## src/rtl/contador_bcd_ud.sv

```systemverilog
// contador_bcd_ud: two-digit packed-BCD up/down counter advanced by a slow tick.
// The tick is sampled as data through a synchroniser and turned into a one-cycle
// step strobe, so everything runs on clock_in. Drives two 7-segment digits.
module contador_bcd_ud #(
  parameter logic [7:0] MAX_COUNT      = 8'h99,
  parameter bit         WRAP           = 1'b1,
  parameter bit         SEG_ACTIVE_LOW = 1'b1
) (
  input  logic       clock_in,
  input  logic       reset_n,
  input  logic       tick_in,
  input  logic       enable,
  input  logic       up_down,
  input  logic       load,
  input  logic [7:0] load_val,
  output logic [7:0] count_bcd,
  output logic [6:0] seg_units,
  output logic [6:0] seg_tens,
  output logic       tc,
  output logic       running
);

  typedef enum logic [1:0] {
    ST_HOLD  = 2'd0,
    ST_COUNT = 2'd1,
    ST_DONE  = 2'd2
  } state_t;

  // True when both nibbles of a packed value are decimal digits.
  function automatic logic bcd_valid(input logic [7:0] v);
    return (v[7:4] <= 4'd9) && (v[3:0] <= 4'd9);
  endfunction

  // BCD +1; callers guarantee v is below the terminal value, so tens never exceeds 9.
  function automatic logic [7:0] bcd_inc(input logic [7:0] v);
    logic [7:0] r;
    if (v[3:0] == 4'd9) begin
      r = {v[7:4] + 4'd1, 4'd0};
    end else begin
      r = {v[7:4], v[3:0] + 4'd1};
    end
    return r;
  endfunction

  // BCD -1; callers guarantee v is above zero.
  function automatic logic [7:0] bcd_dec(input logic [7:0] v);
    logic [7:0] r;
    if (v[3:0] == 4'd0) begin
      r = {v[7:4] - 4'd1, 4'd9};
    end else begin
      r = {v[7:4], v[3:0] - 4'd1};
    end
    return r;
  endfunction

  // Active-high {g,f,e,d,c,b,a} pattern; anything that is not a digit is blank.
  function automatic logic [6:0] seg_pattern(input logic [3:0] d);
    logic [6:0] p;
    case (d)
      4'd0:    p = 7'h3F;
      4'd1:    p = 7'h06;
      4'd2:    p = 7'h5B;
      4'd3:    p = 7'h4F;
      4'd4:    p = 7'h66;
      4'd5:    p = 7'h6D;
      4'd6:    p = 7'h7D;
      4'd7:    p = 7'h07;
      4'd8:    p = 7'h7F;
      4'd9:    p = 7'h6F;
      default: p = 7'h00;
    endcase
    return p;
  endfunction

  logic       sync1_r;
  logic       sync2_r;
  logic       sync3_r;
  logic       step_s;
  state_t     state_r;
  state_t     state_next_s;
  logic [7:0] count_r;
  logic [7:0] count_next_s;
  logic       tc_r;
  logic       tc_next_s;
  logic       running_r;
  logic       up_down_prev_r;
  logic       load_ok_s;
  logic       at_term_s;
  logic       do_step_s;

  // Two-stage synchroniser on the tick plus one stage of history for edge detection.
  always_ff @(posedge clock_in or negedge reset_n) begin
    if (!reset_n) begin
      sync1_r <= 1'b0;
      sync2_r <= 1'b0;
      sync3_r <= 1'b0;
    end else begin
      sync1_r <= tick_in;
      sync2_r <= sync1_r;
      sync3_r <= sync2_r;
    end
  end

  // Rising edge only: a tick held high yields a single step.
  assign step_s    = sync2_r & ~sync3_r;
  assign load_ok_s = load && bcd_valid(load_val) && (load_val <= MAX_COUNT);
  assign at_term_s = up_down ? (count_r == MAX_COUNT) : (count_r == 8'h00);
  assign do_step_s = (state_r == ST_COUNT) && enable && step_s;

  // Next count, terminal pulse and FSM state; load outranks a coincident step.
  always_comb begin
    count_next_s = count_r;
    tc_next_s    = 1'b0;
    state_next_s = state_r;
    if (load_ok_s) begin
      count_next_s = load_val;
    end else if (do_step_s) begin
      if (at_term_s) begin
        tc_next_s = 1'b1;
        if (WRAP) begin
          count_next_s = up_down ? 8'h00 : MAX_COUNT;
        end else begin
          count_next_s = count_r;
        end
      end else begin
        count_next_s = up_down ? bcd_inc(count_r) : bcd_dec(count_r);
      end
    end else begin
      count_next_s = count_r;
    end

    case (state_r)
      ST_HOLD: begin
        if (enable) begin
          state_next_s = ST_COUNT;
        end else begin
          state_next_s = ST_HOLD;
        end
      end
      ST_COUNT: begin
        if (!enable) begin
          state_next_s = ST_HOLD;
        end else if (!load_ok_s && do_step_s && at_term_s && !WRAP) begin
          state_next_s = ST_DONE;
        end else begin
          state_next_s = ST_COUNT;
        end
      end
      ST_DONE: begin
        if (!enable) begin
          state_next_s = ST_HOLD;
        end else if (load_ok_s || (up_down != up_down_prev_r)) begin
          state_next_s = ST_COUNT;
        end else begin
          state_next_s = ST_DONE;
        end
      end
      default: begin
        state_next_s = ST_HOLD;
      end
    endcase
  end

  // FSM state, count and registered status outputs.
  always_ff @(posedge clock_in or negedge reset_n) begin
    if (!reset_n) begin
      state_r        <= ST_HOLD;
      count_r        <= 8'h00;
      tc_r           <= 1'b0;
      running_r      <= 1'b0;
      up_down_prev_r <= 1'b0;
    end else begin
      state_r        <= state_next_s;
      count_r        <= count_next_s;
      tc_r           <= tc_next_s;
      running_r      <= (state_next_s == ST_COUNT);
      up_down_prev_r <= up_down;
    end
  end

  assign count_bcd = count_r;
  assign tc        = tc_r;
  assign running   = running_r;

  // Segment decode straight from the registered count, polarity-adjusted.
  always_comb begin
    seg_units = seg_pattern(count_r[3:0]) ^ {7{SEG_ACTIVE_LOW}};
    seg_tens  = seg_pattern(count_r[7:4]) ^ {7{SEG_ACTIVE_LOW}};
  end

endmodule

```

## config.mk

```make
export PLATFORM = sky130hd
export DESIGN_NAME = contador_bcd_ud
export DESIGN_NICKNAME = d
export VERILOG_FILES = /design/src/rtl/contador_bcd_ud.sv
export SDC_FILE = /design/constraint.sdc
export NUM_CORES = 1
export LEC_CHECK = 0
export BUFFER_PORTS_ARGS = -buffer_cell sky130_fd_sc_hd__buf_2
export CAP_MARGIN = 15
export CORE_ASPECT_RATIO = 1.25
export CORE_UTILIZATION = 35
export DETAILED_ROUTE_END_ITERATION = 7
export GPL_ROUTABILITY_DRIVEN = 0
export GPL_TIMING_DRIVEN = 1
export PLACE_DENSITY = 0.54
export SETUP_SLACK_MARGIN = 0.2
export SLEW_MARGIN = 20
export SYNTH_ARGS = -nofsm -noshare
export SYNTH_HDL_FRONTEND = slang
export SYNTH_SLANG_ARGS = --single-unit
```

## constraint.sdc

```tcl
create_clock -name clock_in -period 3.3 [get_ports clock_in]
set_clock_uncertainty 0.1 [all_clocks]
set_input_delay 0.33 -clock clock_in [delete_from_list [all_inputs] [get_ports clock_in]]
set_output_delay 0.33 -clock clock_in [all_outputs]
set_load 0.01 [all_outputs]
```

After elaboration in Yosys (flattened, before gate mapping)
Memories as Yosys holds them, arrays and structs flattened.
Cells that the tools add are included.
W data, S select, Z words.
{ "totals": {"ff_bits": 16, "mem_bits_ro": 224, "input_bits": 14, "output_inout_bits": 24, "word_cells": 57, "n_memories": 2} }
{ "classes": {"add_sub_neg": 4, "order_cmp": 3, "n_eq_ne": 7, "mux": 15, "bitwise_logic": 4, "n_reduce_logical": 13} }
{ "memory_table": {"columns": ["memory", "words", "word_bits", "rd", "rd_clocked_by_memory_dff", "write_ports", "line", "source"], "rows": [
  ["(no name shown)", 16, 7, 1, 0, 0, "59", "case (d)"],
  ["(no name shown)", 16, 7, 1, 0, 0, "59", null]
]} }
{ "op_table": {"columns": ["op", "count"], "rows": [
  ["$mux W8", 7],
  ["$not A7 Y7", 2],
  ["$add A4 B1 Y4 const B", 2],
  ["$eq A8 B8 Y1 const B", 1],
  ["$le A4 B4 Y1 const B", 2],
  ["$le A8 B8 Y1 const B", 1],
  ["$logic_not A8 Y1", 1],
  ["$sub A4 B1 Y4 const B", 2],
  ["$logic_and A1 B1 Y1", 5],
  ["$mux W1", 5],
  ["$eq A2 B1 Y1 const B", 2],
  ["$eq A4 B4 Y1 const B", 1],
  ["$logic_not A4 Y1", 1],
  ["$mux W2", 2],
  ["$ne A4 B1 Y1 const B", 1],
  ["$pmux W2 S2", 1],
  ["$reduce_bool A4 Y1", 1],
  ["$reduce_and A3 Y1", 1],
  ["$eq A2 B2 Y1 const B", 1],
  ["$logic_not A2 Y1", 1],
  ["$reduce_bool A2 Y1", 1],
  ["$reduce_or A2 Y1", 1],
  ["$and A1 B1 Y1", 1],
  ["$logic_or A1 B1 Y1", 1],
  ["other kinds (2)", 2]
]} }

Logic depth before layout (Yosys ltp)
Gate-level depths: netlist of the first run.
{ "logic_depth": {"ltp_word": 9, "depth_mapped": 8, "mapped_depth_nobuf": 7} }

Least setup slack after synthesis of the first run
Ideal clock, no wire load.
{ "synth_timing": {"path_type": "reg-to-reg", "startpoint": "reg count_r[1] (netlist: count_bcd[1])", "endpoint": "reg count_r[7] (netlist: count_bcd[7])", "arrival_ps": 2079, "required_time_ps": 3106, "path_slack_ps": 1027, "path_stages_with_launch": 9, "n_path_buf": 1, "period_less_slack_ps": 2273, "cell_sequence": "dfrtp_1 -> inv_1 -> ha_1 -> or4b_1 -> buf_2 -> o32ai_2 -> nand2_1 -> a22o_1 -> a221oi_2"} }
{ "synth_via": {"elab_chain_len": 5} }
{ "synth_rtl": {"columns": ["item", "line", "source"], "rows": [
  ["start: declaration", "81", "logic [7:0] count_r;"],
  ["start signal: assignment", "174", "count_r <= count_next_s;"],
  ["$eq A8 B8 Y1 or $logic_not A8 Y1 (tied branches)", "107", "assign at_term_s = up_down ? (count_r == MAX_COUNT) : (count_r == 8'h00);"],
  ["$mux W1", "107", null],
  ["$mux W8", "118", "if (at_term_s) begin"],
  ["$mux W8", "117", "end else if (do_step_s) begin"],
  ["$mux W8", "115", "if (load_ok_s) begin"]
]} }
Parallel ways exist; a longest one is shown, timed or not. The select of a mux whose other input is x is not followed.
A chain may end at the register's enable or synchronous reset.

Worst setup path in the final report of the first run
Same ends and word-level chain as after synthesis.

==> flow_summary.yaml, run 1 <==
outcome:
  run_status: "finished, final reports clean"
yosys:
  synth_enable_flop_cells: 0
  synth.top_cells.by_area: "sky130_fd_sc_hd__dfrtp_1 (29%), sky130_fd_sc_hd__ha_1 (13%), sky130_fd_sc_hd__a21oi_1 (6.5%)"
  synth.yosys.seq_area_share_pct: 29.09
  netlist_instances: 173
  syn-cell-area_mm2: 0.001376
  distinct_cells_synth: 42
  synth_common_cells: "sky130_fd_sc_hd__a21oi_1 (18), sky130_fd_sc_hd__nor2_1 (18), sky130_fd_sc_hd__dfrtp_1 (16)"
  ys_seq_elements: 16
  synth_area_leader_cell: "sky130_fd_sc_hd__dfrtp_1"
  synth_top_flop_cell: "sky130_fd_sc_hd__dfrtp_1"
  fraction_of_synthesis_flops_using_an_asynchronous_set_or_reset_pin_pct: 100.0
  avgSynthCellArea_um2: 7.956
  synth_top_cell_area_share_pct: 29.09
  ys_warn_count: 0
  synth_fp_nets: 201
critical_path:
  crit_arrival_ns: 2.55
  critical_path.startpoint_type: "register"
  worst_path_largest_cell_delay_ns: 0.58
  crit_family: "simple AND/OR/NAND/NOR gates"
  worstPathBufferInverterCount: 1
  crit_required_ns: 3.36
  critPathSlowestCell: "sky130_fd_sc_hd__or4b_1"
  worstPathCellList: "inv_1 > ha_1 > or4b_1 > o32ai_2 > nand2_1 > a22o_1 > a221oi_2"
  cp-end-kind: "register"
  critical_path_peak_fanout: 11
  worst-setup-path-type: "register to register"
final_layout:
  final_nets: 235
  insertedDiodeCount: 0
  drive_gt1_share_pct: 23.79
  layout-area-overhead-vs-synth_pct: 20.55
floorplan:
  ios: 38
  floorplan.core_area_mm2: 0.003785
  floorplan.die.width_um: 58.09
  die_h_um: 72.11
  die-area_mm2: 0.004189
  std_cell_rows: 25
  effective_utilization_at_floorplan_pct: 36.36
timing:
  fin_hold_ws_ns: 0.08406
  worst_pin_slew_ns: 0.6626
  final-hold-violation-count: 0
  min_period_ns: 2.494
  rsz_0062_raised_after_global_routing: "no"
  setup_total_negative_slack_ns: 0
  max_freq_mhz: 400.9
  slew_headroom_pct: 55.83
  period_share_pct: 75.59
  setup_violators_final: 0
  finalMaxSlewViolations: 0
power_and_ir_drop:
  vdd_ir_drop_max_v: 0.0001932
  switching_share_pct: 42.94
  intPower_uw: 499.9
  p_per_area_mw_per_mm2: 528.0
  power_frac_comb_pct: 47.3
  p_seq_share_pct: 33.0
  share_clk_of_total_power_pct: 19.7
  leakage_nw: 0.7480
  switchingPower_uw: 376.2
clock_network:
  clock_sinks: 16
  numCtsBuffers: 3
  cts.clk_slew.worst_paths_ns: 0.06
  cts_tree: "yes"
  number_of_buffers_on_the_longest_clock_path: 2
  clock-root-buffer: "sky130_fd_sc_hd__clkbuf_8"
  cts-resized-gates: 0
  cts.htree.levels: 1
  worst_skew_pair.late_latency_ns: 0.25
route:
  num_vias: 1375
  vias_per_cell: 5.288
  final_antenna_net_count: 0
  drt_pass1_iterations: 4
  drt_first_iter_violations: 93
  drt-total-wl_um: 3523
  avgRoutedWirePerCell_um: 13.55
  route.detailed.drc: 0
global_route:
  largest_net_degree_at_the_start_of_global_routing: 24
  globalRoute.totalOverflow: 0
  global_route_wire_length_before_repair_um: 5865
  grt_pass1_vias: 1298
  grt_antenna_before_repair: 0
  grtUsageTotal_pct: 17.61
placement:
  dp.final_hpwl_um: 2694
  placement.io_buffers: 37
worst_hold_path:
  holdCritPathClass: "input port to register"
run:
  cap_violations: 0
## power by group through the flow
stage	registers [mW]	logic [mW]	clock network [mW]
3_3_place_gp	0.290	0.412	0
2_1_floorplan	0.264	0.292	0
3_5_place_dp	0.290	0.414	0
6_report	0.289	0.414	0.173
4_1_cts	0.287	0.416	0.177
5_1_grt	0.296	0.465	0.186
## stage by stage
step	setup slack [ns]	total power, mW	area (um^2)	util, %	instances
finish	0.8056	0.8761	1659	43.83	260
global route	0.6503	0.9480	1659	43.83	260
CTS	0.7924	0.8807	1659	43.83	260
detailed placement	0.8160	0.7047	1594	42.12	255
global placement	0.9183	0.7012	1594	42.12	255
floorplan	1.027	0.5555	1376	-	173
## cell usage in the layout (no fill, tap or decap), drive strengths merged, types with 3 or more instances in the layout
master and n:
clkbuf 4, nand2b 3, dfrtp 16, nor2b 5
ha 14, nor2 18, a21oi 18, a22oi 3
buf 37, o21ai 20, nand4 3, inv 9
nand2 15, a31oi 4
## cell type report
| type | count | area, um^2 |
|---|---|---|
| fillers | 389 | 2126 |
| multi-input cells | 139 | 907.1 |
| flip-flops and latches | 16 | 400.4 |
| repair buffers | 38 | 195.2 |
| well taps | 54 | 67.56 |
| clock buffers | 4 | 55.05 |
| inverters | 9 | 33.78 |
## metal layers
metal | vias up | GRT usage (%) | part of all wire (%)
li1 | 689 | - | -
met1 | 648 | 21.52 | 45
met2 | 34 | 32.82 | 52
met3 | 4 | 1.604 | 2.8
met4 | 0 | 4.233 | 0.48
met5 | - | 0 | 0
## flip-flops by register name (all words and copies together) (netlist names)
signal,count
state_r,2
running,1
sync2_r,1
sync3_r,1
count_bcd,8
up_down_prev_r,1
sync1_r,1
tc,1
## cells by family (layout without fill, tap and decap cells)
family	count (synthesis)	in the layout	share of synthesized area [%]
and+or+nand+nor	61	61	23.18
AOI/OAI and AO/OA	60	60	27.09
buffers and inverters	18	51	5.000
DFF	16	16	29.09
adders and majority gates	14	14	12.73
muxes	3	3	2.273
xor gates and xnor gates	1	1	0.6365
## worst paths after layout
path                                   start      endpoint  slack [ns]  depth (start not counted)
worst max-delay path            count_bcd[1]  count_bcd[7]        0.81                          7
worst min-delay path                 tick_in       sync1_r        0.08                          1
max in group asynchronous            reset_n       running        2.41                          2
min in group asynchronous            reset_n  count_bcd[6]        0.41                          2
worst max register to register  count_bcd[1]  count_bcd[7]        0.81                          7
worst min register to register       sync1_r       sync2_r        0.27                          0
## repair_timing
action	4_1_cts	5_1_grt
setup buffers	0	0
endpoints found under the hold margin	16	0
hold buffers	1	0
No activity file was read; power rests on OpenSTA's default activity.
==> inputs of run 2 (changes only) <==
clock period = 2.6 ns   (was 3.3 ns; I/O delays follow)
==> run 2 against run 1 <==
Count of clock-buffer cells in the layout unchanged. Sequential power up 19%. Final cell count up 1.2%. Design area up 1.7%. Critical endpoint unchanged. Total power up 29%. Maximum frequency up 10%. Critical path type unchanged. Global-route usage up 0.97 points. Non-clock buffer count up 3. Via count up 0.80%. Combinational power up 37%. Sequential cell count unchanged. Worst setup slack worse by 0.47 ns.
==> flow_summary.yaml, run 2 (same netlist as run 1, synthesis figures left out) <==
outcome:
  run_status: "finished, final reports clean"
final_layout:
  finalNonFillerCells: 263
  insertedDiodeCount: 0
  post-route-util_pct: 44.60
  layout-area-overhead-vs-synth_pct: 22.64
  number_of_flip_flops_in_the_largest_register: 8
  layout_commonest_cell: "sky130_fd_sc_hd__buf_2"
  final_cell_mix: "sky130_fd_sc_hd__buf_2 (37), sky130_fd_sc_hd__a21oi_1 (18), sky130_fd_sc_hd__nor2_1 (18)"
  layout.cell_area.non_filler_mm2: 0.001688
  drive_gt1_share_pct: 26.32
  final_nets: 238
timing:
  setup_ws_ns: 0.3369
  final-hold-violation-count: 0
  setup_violators_final: 0
  worst_pin_slew_ns: 0.5354
  max_freq_mhz: 441.9
  setup_total_negative_slack_ns: 0
  finalMaxSlewViolations: 0
  slew_headroom_pct: 64.30
  min_period_ns: 2.263
  rsz_0062_raised_after_global_routing: "no"
  period_share_pct: 87.04
power_and_ir_drop:
  switchingPower_uw: 484.8
  share_clk_of_total_power_pct: 19.6
  intPower_uw: 647.4
  power_frac_comb_pct: 50.2
  p_per_area_mw_per_mm2: 670.8
  vdd_ir_drop_max_v: 0.0002865
  p_seq_share_pct: 30.3
  leakage_nw: 0.7615
  switching_share_pct: 42.82
critical_path:
  worstPathBufferInverterCount: 1
  cp-end-kind: "register"
  worst-setup-path-type: "register to register"
  worst_r2r_path_cells: 7
  cp.depth: 7
  critPathSlowestCell: "sky130_fd_sc_hd__or4b_4"
  worstPathCellList: "inv_2 > ha_2 > or4b_4 > o22ai_1 > a41oi_1 > a22o_1 > a221oi_2"
  crit_arrival_ns: 2.32
  crit_required_ns: 2.66
  crit_family: "compound AO/OA/AOI/OAI gates"
  worst_path_largest_cell_delay_ns: 0.53
  critical_path_peak_fanout: 8
  critical_path.startpoint_type: "register"
worst_hold_path:
  holdCritPathClass: "input port to register"
  worst_hold_path_stage_count: 1
placement:
  placed_area_mm2: 0.001617
  placement_stage_worst_setup_slack_ns: 0.1997
  placement.io_buffers: 37
  dp.final_hpwl_um: 2806
  dp_cells: 258
route:
  drt_pass1_iterations: 4
  final_antenna_net_count: 0
  num_vias: 1386
  route.detailed.drc: 0
  drt_first_iter_violations: 63
  vias_per_cell: 5.270
  avgRoutedWirePerCell_um: 13.98
  drt-total-wl_um: 3678
floorplan:
  effective_utilization_at_floorplan_pct: 36.36
  die-area_mm2: 0.004189
  std_cell_rows: 25
  die_h_um: 72.11
  floorplan.die.width_um: 58.09
  floorplan.core_area_mm2: 0.003785
  ios: 38
clock_network:
  cts_tree: "yes"
  worst_skew_pair.late_latency_ns: 0.25
  cts.htree.levels: 1
  number_of_buffers_on_the_longest_clock_path: 2
  clock_sinks: 16
  postCtsSetupRepairBufs: 0
  clock-root-buffer: "sky130_fd_sc_hd__clkbuf_8"
  cts.clk_slew.worst_paths_ns: 0.07
  numCtsBuffers: 3
global_route:
  globalRoute.totalOverflow: 0
  grt_pass1_vias: 1396
  grt_antenna_before_repair: 0
  global_route_wire_length_before_repair_um: 6237
  largest_net_degree_at_the_start_of_global_routing: 23
  grtUsageTotal_pct: 18.58
run:
  cap_violations: 0
[run 2: power groups by stage]
| stage | clock (mW) | combinational (mW) | sequential, mW |
|---|---|---|---|
| after floorplan | 0 | 0.370 | 0.335 |
| after global placement | 0 | 0.557 | 0.344 |
| after detailed placement | 0 | 0.566 | 0.346 |
| after CTS | 0.225 | 0.570 | 0.342 |
| after global routing | 0.233 | 0.636 | 0.352 |
| final | 0.221 | 0.568 | 0.343 |
[run 2: final timing paths]
path                         startpoint      endpoint  slack [ns]
max                        count_bcd[0]  count_bcd[7]        0.34
min                             tick_in       sync1_r        0.02
max reg2reg                count_bcd[0]  count_bcd[7]        0.34
min reg2reg                     sync1_r       sync2_r        0.25
max in group asynchronous       reset_n  count_bcd[3]        1.78
min in group asynchronous       reset_n  count_bcd[6]        0.35
[run 2: final cells by class]
cell class                      count  area, um^2
Fill cell                         405        2097
Multi-Input combinational cell    139       913.4
Sequential cell                    16       400.4
Timing Repair Buffer               41       217.7
Tap cell                           54       67.56
Clock buffer                        4       55.05
Inverter                            9       33.78
[run 2: repair_timing]
| item | in CTS | in global routing |
|---|---|---|
| setup endpoints to repair | 1 | 1 |
| endpoints found under the hold margin | 16 | 0 |
| hold buffers | 1 | 0 |
| resized for setup | 1 | 2 |
[run 2: routing by layer]
layer | wire length, um | share of wire (%) | global-route usage, %
met3 | 81 | 2.2 | 1.604
met2 | 1949 | 53 | 36.02
met1 | 1634 | 44 | 22.07
met4 | 13 | 0.35 | 3.175
met5 | 0 | 0 | 0
[run 2: stage by stage]
stage	power, mW	hold slack [ns]
after detailed placement	0.9121	0.09514
after CTS	1.137	0.01349
after floorplan	0.7050	-0.1356
after global placement	0.9016	0.08972
after global routing	1.221	0.006690
final	1.132	0.01737
==> inputs of run 3 (changes only) <==
CORE_UTILIZATION = 47   (was 35)
PLACE_DENSITY = 0.73   (was 0.54)
SKIP_LAST_GASP = 1   (was default)
clock period = 2.05 ns   (was 2.6 ns; I/O delays follow)
==> run 3 against run 2 <==
Die area is 25% lower. Highest routed layer unchanged. Non-clock buffer count is 21 higher. Global-route usage is 8.4 points higher. Sequential cell count stayed put. Maximum frequency is 14% higher. Sequential share of layout area is 3.0 points lower. Count of clock-buffer cells in the layout stayed put. Design area is 16% higher. Worst hold slack better by 0.015 ns. Largest cell class unchanged. Combinational power is 71% higher.
==> flow_summary.yaml, run 3 (same netlist as run 1, synthesis figures left out) <==
outcome:
  run_status: "finished, final reports clean"
final_layout:
  layout-area-overhead-vs-synth_pct: 42.36
  layout_commonest_cell: "sky130_fd_sc_hd__buf_2"
  insertedDiodeCount: 0
  final_cell_mix: "sky130_fd_sc_hd__buf_2 (37), sky130_fd_sc_hd__buf_4 (19), sky130_fd_sc_hd__nor2_1 (17)"
  final_nets: 259
  finalNonFillerCells: 264
  layout.cell_area.non_filler_mm2: 0.001959
  post-route-util_pct: 71.70
  drive_gt1_share_pct: 43.04
  final.fill_count: 233
  number_of_flip_flops_in_the_largest_register: 8
clock_network:
  cts.clk_slew.worst_paths_ns: 0.10
  cts.htree.levels: 1
  number_of_buffers_on_the_longest_clock_path: 2
  numCtsBuffers: 3
  clock_sinks: 16
  cts_tree: "yes"
  worst_skew_pair.late_latency_ns: 0.29
  clock-root-buffer: "sky130_fd_sc_hd__clkbuf_4"
floorplan:
  ios: 38
  die-area_mm2: 0.003150
  effective_utilization_at_floorplan_pct: 50.37
  floorplan.die.width_um: 50.40
  std_cell_rows: 21
  die_h_um: 62.50
  floorplan.core_area_mm2: 0.002733
global_route:
  grt_pass1_vias: 1493
  grt_antenna_before_repair: 0
  largest_net_degree_at_the_start_of_global_routing: 23
  globalRoute.totalOverflow: 0
  grtUsageTotal_pct: 26.94
  global_route_wire_length_before_repair_um: 6713
critical_path:
  critical_path_peak_fanout: 5
  cp.depth: 7
  crit_arrival_ns: 2.10
  critPathSlowestCell: "sky130_fd_sc_hd__or4b_4"
  worst_setup_sp: "count_bcd[1]"
  timing.rr.end: "count_bcd[7]"
  critical_path.startpoint_type: "register"
  ff2ff_setup_slack_ns: 0.06
  worstPathBufferInverterCount: 1
  worst_r2r_path_cells: 7
  crit_family: "compound AO/OA/AOI/OAI gates"
  crit_required_ns: 2.16
  cp-end-kind: "register"
  critical_path.endpoint: "count_bcd[7]"
  worst_r2r_startpoint: "count_bcd[1]"
  worst_path_largest_cell_delay_ns: 0.52
  worstPathCellList: "inv_4 > ha_4 > or4b_4 > o22ai_2 > a41oi_2 > a22o_1 > a221oi_2"
  worst-setup-path-type: "register to register"
placement:
  placement.io_buffers: 37
  placed_area_mm2: 0.001709
  dp.final_hpwl_um: 2840
  dp_cells: 251
  placement_stage_worst_setup_slack_ns: -0.02046
route:
  vias_per_cell: 5.837
  drt-total-wl_um: 4061
  num_vias: 1541
  drt_pass1_iterations: 4
  final_antenna_net_count: 0
  route.detailed.drc: 0
  avgRoutedWirePerCell_um: 15.38
  drt_first_iter_violations: 59
power_and_ir_drop:
  finalPower_mw: 1.601
  vdd_ir_drop_max_v: 0.0005746
  leakage_nw: 0.8617
  p_per_area_mw_per_mm2: 817.2
timing:
  final-hold-violation-count: 0
  setup_ws_ns: 0.05909
  fin_hold_ws_ns: 0.03218
  period_share_pct: 97.12
  worst_pin_slew_ns: 0.3655
  min_period_ns: 1.991
  rsz_0062_raised_after_global_routing: "yes"
  finalMaxSlewViolations: 0
  setup_total_negative_slack_ns: 0
  slew_headroom_pct: 75.63
  max_freq_mhz: 502.3
  setup_violators_final: 0
worst_hold_path:
  holdCritPathClass: "input port to register"
run:
  cap_violations: 0
[run 3: cell types whose count changed in the layout (fill, tap and decap cells not counted), moves of 3 or more]
cell,before,now
sky130_fd_sc_hd__ha_1,13,6
sky130_fd_sc_hd__buf_4,3,19
sky130_fd_sc_hd__clkbuf_8,4,1
sky130_fd_sc_hd__a21oi_2,0,3
sky130_fd_sc_hd__buf_6,0,4
sky130_fd_sc_hd__clkbuf_4,0,3
sky130_fd_sc_hd__a21oi_1,18,15
sky130_fd_sc_hd__inv_4,0,3
sky130_fd_sc_hd__dfrtp_1,16,12
sky130_fd_sc_hd__dfrtp_2,0,4
sky130_fd_sc_hd__ha_4,0,5
sky130_fd_sc_hd__inv_1,4,1
[run 3: worst reg2reg max path, delay by kind of cell (launching register included)]
family / cells / cell delay, ns
AO/OA/AOI/OAI: 4 / 0.64
AND/OR/NAND/NOR: 1 / 0.52
adder cells (fa/ha/maj): 1 / 0.13
flip-flops: 1 / 0.43
buffers and inverters: 1 / 0.08
[run 3: repair_timing]
| action | 4_1_cts | 5_1_grt |
|---|---|---|
| cloned | 0 | 0 |
| endpoints found under the hold margin | 17 | 0 |
| endpoints found under the setup margin | 11 | 15 |
| resized for setup | 17 | 15 |
| setup buffers | 3 | 4 |
| pin swaps | 11 | 15 |
| hold buffers | 2 | 0 |
[run 3: layout make-up]
class,count,area [um^2],share of cell area [%]
multi-input cells,139,1041,53.13
flip-flops and latches,16,405.4,20.69
repair buffers,62,392.9,20.05
well taps,34,42.54,2.171
inverters,9,41.29,2.107
clock buffers,4,36.28,1.852
[run 3: worst min-delay path by stage]
stage,start,to,slack (ns),cells past startpoint
CTS,load_val[0],count_bcd[0],0.03,3
detailed placement,reset_n,sync1_r,0.04,1
floorplan,reset_n,count_bcd[0],-0.19,0
global placement,reset_n,sync1_r,0.04,1
finish,load_val[0],count_bcd[0],0.03,3
global route,load_val[0],count_bcd[0],0.05,3
[run 3: routing by layer]
metal  track usage, %  up-vias  routed length, um
li1                 -      740                  -
met3            2.676       12                166
met4            13.19        0                125
met5                0        -                  0
met1            31.76      728               1649
met2            47.33       61               2120
[run 3: report_power, final]
part,total (mW),switching (mW),internal [mW]
Combinational,0.973,0.537,0.436
Clock,0.215,0.107,0.108
Sequential,0.413,0.0576,0.355
